$ cat src/rtl/mp_add_seq.sv
// Sequential multi-word adder/subtractor: one 16-bit carry-select slice is
// reused across NUM_WORDS words, least-significant word first.

module csa_16bit (
  input  logic [15:0] a,
  input  logic [15:0] b,
  input  logic        cin,
  output logic [15:0] sum_c,
  output logic        cout_c
);
  logic [8:0] lo;
  logic [8:0] hi0;
  logic [8:0] hi1;

  // Upper byte is computed for both carry values; the low byte's carry selects.
  always_comb begin
    lo     = 9'(a[7:0]) + 9'(b[7:0]) + 9'(cin);
    hi0    = 9'(a[15:8]) + 9'(b[15:8]);
    hi1    = 9'(a[15:8]) + 9'(b[15:8]) + 9'(1'b1);
    sum_c  = lo[8] ? {hi1[7:0], lo[7:0]} : {hi0[7:0], lo[7:0]};
    cout_c = lo[8] ? hi1[8] : hi0[8];
  end
endmodule

module mp_add_seq #(
  parameter  int unsigned NUM_WORDS = 4,
  localparam int unsigned W         = 16 * NUM_WORDS
) (
  input  logic         clk,
  input  logic         rst,
  input  logic         start,
  input  logic         sub,
  input  logic [W-1:0] a,
  input  logic [W-1:0] b,
  input  logic         cin,
  output logic         ready,
  output logic         busy,
  output logic         done,
  output logic [W-1:0] sum,
  output logic         cout,
  output logic         ovf
);
  localparam int unsigned IDX_W = $clog2(NUM_WORDS);
  localparam logic [IDX_W-1:0] LAST_IDX = IDX_W'(NUM_WORDS - 1);

  typedef enum logic [1:0] {S_IDLE, S_ADD, S_DONE} state_t;

  state_t                       state_q, state_d;
  logic [IDX_W-1:0]             idx_q, idx_d;
  logic                         carry_q, carry_d;
  logic [NUM_WORDS-1:0][15:0]   a_q, a_d;
  logic [NUM_WORDS-1:0][15:0]   b_q, b_d;
  logic [NUM_WORDS-1:0][15:0]   sum_q, sum_d;
  logic                         cout_q, cout_d;
  logic                         ovf_q, ovf_d;
  logic                         done_q, done_d;
  logic                         busy_q, busy_d;
  logic                         ready_q, ready_d;

  logic [15:0] csa_sum;
  logic        csa_cout;

  csa_16bit u_csa (
    .a      (a_q[idx_q]),
    .b      (b_q[idx_q]),
    .cin    (carry_q),
    .sum_c  (csa_sum),
    .cout_c (csa_cout)
  );

  always_ff @(posedge clk or posedge rst) begin
    if (rst) begin
      state_q <= S_IDLE;
      idx_q   <= '0;
      carry_q <= 1'b0;
      a_q     <= '0;
      b_q     <= '0;
      sum_q   <= '0;
      cout_q  <= 1'b0;
      ovf_q   <= 1'b0;
      done_q  <= 1'b0;
      busy_q  <= 1'b0;
      ready_q <= 1'b1;
    end else begin
      state_q <= state_d;
      idx_q   <= idx_d;
      carry_q <= carry_d;
      a_q     <= a_d;
      b_q     <= b_d;
      sum_q   <= sum_d;
      cout_q  <= cout_d;
      ovf_q   <= ovf_d;
      done_q  <= done_d;
      busy_q  <= busy_d;
      ready_q <= ready_d;
    end
  end

  always_comb begin
    state_d = state_q;
    idx_d   = idx_q;
    carry_d = carry_q;
    a_d     = a_q;
    b_d     = b_q;
    sum_d   = sum_q;
    cout_d  = cout_q;
    ovf_d   = ovf_q;
    done_d  = 1'b0;

    case (state_q)
      S_IDLE: begin
        if (start) begin
          state_d = S_ADD;
          a_d     = a;
          // Subtraction is a + ~b + 1: invert b here and force the carry in.
          b_d     = sub ? ~b : b;
          carry_d = sub ? 1'b1 : cin;
          idx_d   = '0;
        end
      end
      S_ADD: begin
        sum_d[idx_q] = csa_sum;
        carry_d      = csa_cout;
        idx_d        = idx_q + IDX_W'(1);
        if (idx_q == LAST_IDX) begin
          state_d = S_DONE;
          idx_d   = '0;
          cout_d  = csa_cout;
          ovf_d   = (a_q[NUM_WORDS-1][15] == b_q[NUM_WORDS-1][15]) &&
                    (csa_sum[15] != a_q[NUM_WORDS-1][15]);
          done_d  = 1'b1;
        end
      end
      S_DONE:  state_d = S_IDLE;
      default: state_d = S_IDLE;
    endcase

    busy_d  = (state_d != S_IDLE);
    ready_d = (state_d == S_IDLE);
  end

  assign ready = ready_q;
  assign busy  = busy_q;
  assign done  = done_q;
  assign sum   = sum_q;
  assign cout  = cout_q;
  assign ovf   = ovf_q;
endmodule

$ cat config.mk
export PLATFORM = sky130hd
export DESIGN_NAME = mp_add_seq
export DESIGN_NICKNAME = d
export VERILOG_FILES = /design/src/rtl/mp_add_seq.sv
export SDC_FILE = /design/constraint.sdc
export NUM_CORES = 1
export LEC_CHECK = 0
export BUFFER_PORTS_ARGS = -buffer_cell sky130_fd_sc_hd__buf_2
export CELL_PAD_IN_SITES_DETAIL_PLACEMENT = 1
export CELL_PAD_IN_SITES_GLOBAL_PLACEMENT = 1
export CORE_ASPECT_RATIO = 1.75
export CORE_MARGIN = 5
export CORE_UTILIZATION = 44
export DETAILED_ROUTE_END_ITERATION = 8
export PLACE_DENSITY_LB_ADDON = 0.3
export SYNTH_ARGS = -nofsm -noshare
export SYNTH_HDL_FRONTEND = slang
export SYNTH_HIERARCHICAL = 1
export SYNTH_SLANG_ARGS = --single-unit
$ cat constraint.sdc
create_clock -name clk -period 10.3 [get_ports clk]
set_clock_uncertainty 0.2 [all_clocks]
set_input_delay 3.09 -clock clk [delete_from_list [all_inputs] [get_ports clk]]
set_output_delay 3.09 -clock clk [all_outputs]
set_load 0.1 [all_outputs]
==> out/metrics.cfg, run 1 <==
[critical_path]
reg2regPathDepth = 15
crit_family = buffers and inverters
startpoint_type = input pin
worst-path-buf-inv = 3
worstPathMaxFanout = 114
crit_path_max_incr_delay_ns = 1.00
cp.arrival_ns = 5.54
cp.depth = 5
crit_path_cell_trace = buf_2 > nor3b_4 > buf_4 > buf_4 > mux2_2
worstPathRequired_ns = 10.46
crit_type = input pin to flip-flop
cp_common_cell = buf_4
worst_setup_path_end_kind = flip-flop
cpMaxStageDelayCell = buf_4

[sta]
post-route-min-period_ns = 5.37
fmax_mhz = 186
setup_tns_ns = 0
hold_violations = 0
slew_violations = 0
tightestPinTransition_ns = 1.16
rsz0062_at_grt = false
setup_viol = 0
slew_headroom = 0.227
worst_slack_ns = 4.93
finalCritPeriodShare = 0.522

[synth]
synth_largest_area_cell = dfrtp_1
muxShareOfSynthArea = 0.235
synthCells = 730
yosys.cell_types.count = 47
ys_seq_area_frac = 0.519
postSynthNetCount = 886
ys_seq_elements = 202
synth-xor-area-share = 0.0737
synth_top_family_by_area = multiplexers
synthTopCellsByArea = dfrtp_1 (52%), mux2_2 (11%), mux4_2 (7.4%)
yosys-top-cells-count = dfrtp_1 (201), mux2_2 (98), a21oi_1 (75), nor2_1 (75), xnor2_1 (75)
synth_edf_count = 0
yosys.area_share.simple = 0.0521
async_reset_ff_frac = 1.00
synth_compound_area_frac = 0.0578
syn-cell-area_um2 = 9730
ys_warn_count = 6
synth_fa_ha_area_frac = 0.0319
synth_top_area_share = 0.517
synthFlopType = dfrtp_1
synth_area_per_cell_um2 = 13.3
synth.most_common_cell = dfrtp_1

[place]
routabilityCongestion = 0.736
port_buffers = 201
place_area_um2 = 10900
hpwl_um = 16900
pre_cts_slack_ns = 4.44

[die]
die_x_um = 122
start_util = 0.443
fp.dieH_um = 207
num_rows = 72
core_um2 = 22000
die-area_um2 = 25300
pin_count = 202

[hold_path]
min_path_cells = 2
hp-class = flip-flop to flip-flop

[cts]
cts.htree.levels = 1
cts_buffer_depth = 3
clk-insertion-delay-late_ns = 0.49
cts_hold_buf = 0
clock_sinks = 202
ctsResizeCount = 0
post_cts_buffers = 0
path_clk_slew_ns = 0.06
clock-root-buffer = clkbuf_16
cts_buffers = 20
tritoncts = built

[routing]
vias = 6240
via_per_inst = 5.08
drt-initial-drc-count = 234
dr.pass1.iters = 4
antenna_left = 0
wirelength_um = 23500
wl_per_cell_um = 19.1
drc = 0

[cells_and_area]
finalInstanceArea_um2 = 11700
final_nets = 1073
fillers = 2335
regArea_um2 = 5060
area_delta_synth_final_pct = 19.8
multi_input_area_um2 = 4390
drive_gt1_frac = 0.449

[global_routing]
gr-total-overflow = 0
antenna_found_initial = 2
grt_max_degree = 124
grt_pass1_vias = 6860
grt_usage = 0.187
grt_pass1_wl_um = 37200

[job]
cap_violations = 0

[status]
outcome = completed

## kinds of logic after synthesis
logic type | count (synthesis)
mux | 161
buf+inv | 57
compound gates | 99
fa+ha+maj | 23
xor+xnor | 81
simple gates | 107
flops | 202
## metrics by stage
step,cells,hold slack [ns],utilization
after floorplan,730,0.275,-
after global placement,1191,0.279,0.497
after detailed placement,1191,0.287,0.497
after CTS,1227,0.302,0.530
after global routing,1229,0.311,0.530
final,1229,0.296,0.530
## layout make-up
type / instances / area share
diodes: 2 / 0.000429
clock buffers: 30 / 0.0523
clock inverters: 6 / 0.00923
inverters: 15 / 0.00547
multi-input cells: 471 / 0.377
flip-flops and latches: 202 / 0.434
well taps: 296 / 0.0318
repair buffers: 207 / 0.0904
## worst reg2reg max path, cell delays in order (launching register included)
cell and delay, ns:
dfrtp_2 0.35, buf_4 0.57, mux4_2 0.65, inv_1 0.11, fa_1 0.20, inv_1 0.06
fa_1 0.40, a21o_1 0.19, a21oi_2 0.21, o21ai_2 0.17, nand4_1 0.20, nor4_2 0.07
xnor2_1 0.43, and3b_1 0.24, a21oi_1 0.10, o21ai_0 0.08
## routing by layer
layer | up-vias | global-route usage | wire [µm]
met5 | - | 0 | 0
met4 | 0 | 0.0537 | 375
met3 | 25 | 0.0248 | 949
met2 | 141 | 0.337 | 12500
met1 | 3154 | 0.234 | 9630
li1 | 2920 | - | -
## cell usage in the layout (no fill, tap or decap), types with 7 or more instances in the layout
cell / netlist / layout
clkbuf_16: 0 / 21
ha_1: 20 / 20
dfrtp_1: 201 / 199
xnor2_1: 75 / 75
nor2_1: 75 / 75
inv_1: 15 / 14
mux2_2: 98 / 98
mux4_2: 32 / 32
buf_2: 32 / 200
buf_4: 5 / 7
a21oi_1: 75 / 75
mux2_4: 30 / 30
nand2_1: 8 / 8
## state kept, by name (all words and copies together), names as in the netlist
register / count
idx_q: 2
busy: 1
b_q: 64
done: 1
state_q: 2
ready: 1
cout: 1
a_q: 64
sum: 64
carry_q: 1
ovf: 1
## path summary, 6_finish.rpt
| check | end | startpoint | slack [ns] |
|---|---|---|---|
| max reg2reg | ovf | idx_q[0] | 5.95 |
| min reg2reg | ovf | ovf | 0.30 |
| min in group asynchronous | sum[23] | rst | 2.50 |
| min | ovf | ovf | 0.30 |
| max in group asynchronous | b_q[42] | rst | 5.83 |
| max | a_q[11] | start | 4.93 |
Power of run 1 is left out: the tool's default activity adds up to more than one toggle a clock period on the data nets, which glitch-free logic cannot reach.
==> run 2, diff against run 1 <==
--- a/config.mk
+++ b/config.mk
@@ -5,12 +5,13 @@
 export SDC_FILE = /design/constraint.sdc
 export NUM_CORES = 1
 export LEC_CHECK = 0
+export ABC_AREA = 1
 export BUFFER_PORTS_ARGS = -buffer_cell sky130_fd_sc_hd__buf_2
 export CELL_PAD_IN_SITES_DETAIL_PLACEMENT = 1
 export CELL_PAD_IN_SITES_GLOBAL_PLACEMENT = 1
 export CORE_ASPECT_RATIO = 1.75
 export CORE_MARGIN = 5
-export CORE_UTILIZATION = 44
+export CORE_UTILIZATION = 40
 export DETAILED_ROUTE_END_ITERATION = 8
 export PLACE_DENSITY_LB_ADDON = 0.3
 export SYNTH_ARGS = -nofsm -noshare
==> constraint.sdc (replaced) <==
create_clock -name clk -period 5 [get_ports clk]
set_clock_uncertainty 0.2 [all_clocks]
set_input_delay 1.5 -clock clk [delete_from_list [all_inputs] [get_ports clk]]
set_output_delay 1.5 -clock clk [all_outputs]
set_load 0.1 [all_outputs]
==> out/metrics.cfg, run 2 <==
[synth]
yosys-top-cells-count = nand2_1 (798), dfrtp_1 (201), inv_1 (140), o21ai_0 (125), nor2_1 (71)
synth_top_area_share = 0.469
ys_warn_count = 6
synthFlopType = dfrtp_1
yosys.cell_types.count = 33
async_reset_ff_frac = 1.00
synth_edf_count = 0
synthTopCellsByArea = dfrtp_1 (47%), nand2_1 (28%), o21ai_0 (5.8%)
postSynthNetCount = 1665
synthCells = 1509
synth.most_common_cell = nand2_1
ys_seq_elements = 202
synth_largest_area_cell = dfrtp_1
ys_seq_area_frac = 0.472
syn-cell-area_um2 = 10700
synth_area_per_cell_um2 = 7.10

[critical_path]
worstPathMaxFanout = 24
startpoint_type = flip-flop
critPathLaunch = idx_q[0]
crit_family = simple AND/OR/NAND/NOR gates
crit_path_max_incr_delay_ns = 0.58
reg2reg_from = idx_q[0]
reg2reg_slack_ns = 1.25
worstPathRequired_ns = 5.22
crit_path_cell_trace = inv_1 > buf_4 > o21ai_0 > nand2_1 > ha_1 > fa_1 > xnor2_1 > nor2_2 > nand2_4 > nor2_4 > nand2_1 > nand2_1 > nand2_1 > inv_1 > nand3_1 > nand2_1 > nand2_1 > nand2_1
reg2reg_to = ovf
cpMaxStageDelayCell = dfrtp_2
reg2regPathDepth = 18
cp_common_cell = nand2_1
crit_type = flip-flop to flip-flop
cp.depth = 18
worst-path-buf-inv = 3
cp.arrival_ns = 3.97
worst_setup_path_end_kind = flip-flop

[routing]
drt-initial-drc-count = 381
dr.pass1.iters = 5
via_per_inst = 4.87
wl_per_cell_um = 17.0
drc = 0
antenna_left = 0
vias = 9794
wirelength_um = 34100

[cts]
cts_buffers = 20
cts_buffer_depth = 3
clock-root-buffer = clkbuf_16
path_clk_slew_ns = 0.07
tritoncts = built
clock_sinks = 202
cts.htree.levels = 1
clk-insertion-delay-late_ns = 0.52
post_cts_buffers = 0
ctsResizeCount = 0
cts_hold_buf = 0

[sta]
setup_viol = 0
rsz0062_at_grt = false
fin_hold_ws_ns = 0.275
tightestPinTransition_ns = 0.941
post-route-min-period_ns = 3.75
hold_violations = 0
slew_headroom = 0.373
finalCritPeriodShare = 0.751
fmax_mhz = 266
setup_tns_ns = 0
slew_violations = 0

[global_routing]
antenna_found_initial = 0
grt_usage = 0.226
grt_max_degree = 114
grt_pass1_vias = 10300
gr-total-overflow = 0
grt_pass1_wl_um = 54200

[place]
routabilityCongestion = 0.880
place_area_um2 = 11900
port_buffers = 201
hpwl_um = 26100

[die]
start_util = 0.405
pin_count = 202
die_x_um = 134
num_rows = 79
fp.dieH_um = 227
core_um2 = 26500
die-area_um2 = 30300

[cells_and_area]
regArea_um2 = 5060
layout_commonest_cell = nand2_1
area_delta_synth_final_pct = 17.3
final_cell_mix = nand2_1 (798), buf_2 (201), dfrtp_1 (200), inv_1 (137), o21ai_0 (125)
finalInstanceArea_um2 = 12600
final_nets = 1828
fillers = 3435
drive_gt1_frac = 0.167
diodes = 0
multi_input_area_um2 = 4770

[hold_path]
min_path_cells = 2
hp-class = flip-flop to flip-flop
hold_path_end = sum[15]
min-delay-start = sum[15]

[job]
cap_violations = 0

[status]
outcome = completed

## run 2: logic make-up after synthesis
family	synth area share
AOI/OAI and AO/OA	0.0678
xor gates and xnor gates	0.00981
adders and majority gates	0.0290
buffers and inverters	0.0849
DFF	0.472
muxes	0.00105
and+or+nand+nor	0.336
## run 2: layout make-up
| type | instances | area share |
|---|---|---|
| Inverter | 142 | 0.0429 |
| Timing Repair Buffer | 211 | 0.0880 |
| Tap cell | 324 | 0.0323 |
| Sequential cell | 202 | 0.402 |
| Clock inverter | 10 | 0.0113 |
| Multi-Input combinational cell | 1095 | 0.379 |
| Clock buffer | 26 | 0.0440 |
## run 2: worst max-delay path by stage
stage and end:
2_1_floorplan a_q[0], 3_3_place_gp ovf, 3_5_place_dp ovf, 4_1_cts ovf, 5_1_grt ovf, 6_report ovf
## run 2: stage by stage
stage / std cells / setup WS (ns) / util
2_1_floorplan: 1509 / 0.685 / -
3_3_place_gp: 1974 / 1.34 / 0.448
3_5_place_dp: 1974 / 1.22 / 0.448
4_1_cts: 2010 / 1.22 / 0.474
5_1_grt: 2010 / 0.902 / 0.474
6_report: 2010 / 1.25 / 0.474
## run 2: worst min-delay path, cell delays in order (launching register included)
cell     delay, ns
dfrtp_1       0.34
nand2_1       0.05
nand2_1       0.05
## run 2: per-layer routing
layer  wire (µm)  part of all wire  GRT usage
met5           0                 0          0
met4        1320             0.039     0.0887
met3        1130             0.033     0.0200
met2       18900              0.55      0.449
met1       12800              0.37      0.243
Power of run 2 is left out for the same reason.
==> run 3, diff against run 2 <==
--- a/config.mk
+++ b/config.mk
@@ -11,7 +11,7 @@
 export CELL_PAD_IN_SITES_GLOBAL_PLACEMENT = 1
 export CORE_ASPECT_RATIO = 1.75
 export CORE_MARGIN = 5
-export CORE_UTILIZATION = 40
+export CORE_UTILIZATION = 36
 export DETAILED_ROUTE_END_ITERATION = 8
 export PLACE_DENSITY_LB_ADDON = 0.3
 export SYNTH_ARGS = -nofsm -noshare
==> constraint.sdc (replaced) <==
create_clock -name clk -period 3.2 [get_ports clk]
set_clock_uncertainty 0.2 [all_clocks]
set_input_delay 0.96 -clock clk [delete_from_list [all_inputs] [get_ports clk]]
set_output_delay 0.96 -clock clk [all_outputs]
set_load 0.1 [all_outputs]
==> out/metrics.cfg, run 3 (same netlist as run 2, synthesis figures left out) <==
[global_routing]
grt-busiest-layer = met2
grt_pass1_wl_um = 55200
antenna_found_initial = 0
use_met3 = 0.0201
grt_usage = 0.204
gr-total-overflow = 0
gr-usage-met1 = 0.233
grt_pass1_vias = 10500
grt_max_degree = 130
grt_use_met2 = 0.393

[cts]
cts.htree.levels = 1
clk-insertion-delay-late_ns = 0.51
cts_buffers = 20
clock_sinks = 202
tritoncts = built
clock-root-buffer = clkbuf_16
cts_hold_buf = 0
path_clk_slew_ns = 0.07
cts_buffer_depth = 3

[critical_path]
reg2reg_to = sum[61]
worstPathMaxFanout = 6
startpoint_type = flip-flop
worst_setup_path_end_kind = flip-flop
crit_type = flip-flop to flip-flop
worstPathRequired_ns = 3.40
cp.arrival_ns = 3.35
reg2reg_slack_ns = 0.05
reg2reg_from = idx_q[0]
reg2regPathDepth = 16

[die]
pin_count = 202
die-area_um2 = 33500
start_util = 0.365
die_x_um = 140
num_rows = 83
fp.dieH_um = 238
core_um2 = 29400

[cells_and_area]
layout_commonest_cell = nand2_1
regArea_um2 = 5060
fillers = 3762
area_delta_synth_final_pct = 26.2
final_cells = 2116
drive_gt1_frac = 0.227
final_cell_mix = nand2_1 (777), buf_2 (201), dfrtp_1 (200), inv_1 (132), o21ai_0 (107)
multi_input_area_um2 = 5110
final_nets = 1876
diodes = 0

[routing]
antenna_left = 0
drt-initial-drc-count = 481
vias = 10200
via_per_inst = 4.83
drc = 0
dr.pass1.iters = 5
wl_per_cell_um = 17.4
wirelength_um = 36800

[sta]
slew_headroom = 0.466
setup_viol = 0
finalCritPeriodShare = 0.984
hold_violations = 0
post-route-min-period_ns = 3.15
rsz0062_at_grt = true
tightestPinTransition_ns = 0.801
fin_hold_ws_ns = 0.276
fmax_mhz = 317
slew_violations = 0
worst_slack_ns = 0.0500

[place]
pre_cts_slack_ns = 0.0162
dpl.cell_count = 2050
port_buffers = 201
routabilityCongestion = 0.850
hpwl_um = 26000

[hold_path]
hp-class = flip-flop to flip-flop
hold_path_end = sum[17]
min-delay-start = sum[17]
min_path_cells = 2

[job]
cap_violations = 0

[status]
outcome = completed

[run 3: cell types whose count changed in the layout (fill, tap and decap cells not counted), sizes merged]
cell and change:
clkbuf +8, bufinv -2, buf +42, inv -2, clkinvlp +2
[run 3: metal layers]
layer	share of wire	wire (µm)
met4	0.042	1560
met5	0	0
met2	0.54	19900
met1	0.38	13900
met3	0.038	1400
[run 3: worst max-delay path by stage]
stage | depth (start not counted) | startpoint | slack [ns] | to
5_1_grt | 24 | idx_q[0] | -0.16 | ovf
6_report | 16 | idx_q[0] | 0.05 | sum[61]
2_1_floorplan | 1 | rst | -0.58 | a_q[0]
3_3_place_gp | 19 | idx_q[0] | 0.15 | sum[30]
4_1_cts | 18 | idx_q[0] | 0.01 | sum[61]
3_5_place_dp | 18 | idx_q[0] | 0.02 | sum[61]
[run 3: area by class of cell]
cell class / instances / share of cell area
Timing Repair inverter: 1 / 0.000555
Clock inverter: 7 / 0.00462
Sequential cell: 202 / 0.374
Inverter: 142 / 0.0403
Multi-Input combinational cell: 1095 / 0.378
Timing Repair Buffer: 258 / 0.123
Clock buffer: 29 / 0.0440
Tap cell: 382 / 0.0353
[run 3: per-stage QoR]
| stage | cell area [µm²] | TNS [ns] | utilization |
|---|---|---|---|
| floorplan | 10700 | -115.67 | - |
| global placement | 12100 | 0 | 0.413 |
| detailed placement | 12100 | 0 | 0.413 |
| CTS | 12800 | 0 | 0.435 |
| global route | 13500 | -3.52 | 0.460 |
| finish | 13500 | 0 | 0.460 |
[run 3: what timing repair did]
item	in CTS	in global routing
endpoints found under the setup margin	0	38
setup buffers	0	21
resized for setup	0	117
[run 3: critical path, stage by stage, from the launching register on]
cell and delay (ns):
dfrtp_4 0.51, buf_6 0.14, clkbuf_16 0.16, nor2_4 0.10
nor2_1 0.05, o21ai_1 0.12, nand2_2 0.13, ha_4 0.19
fa_2 0.58, nand2_2 0.09, nor2_4 0.12, nand2_4 0.07
nor2_4 0.14, xor2_2 0.18, inv_1 0.13, nand2_1 0.09
nand2_1 0.05
Power of run 3 is left out for the same reason.
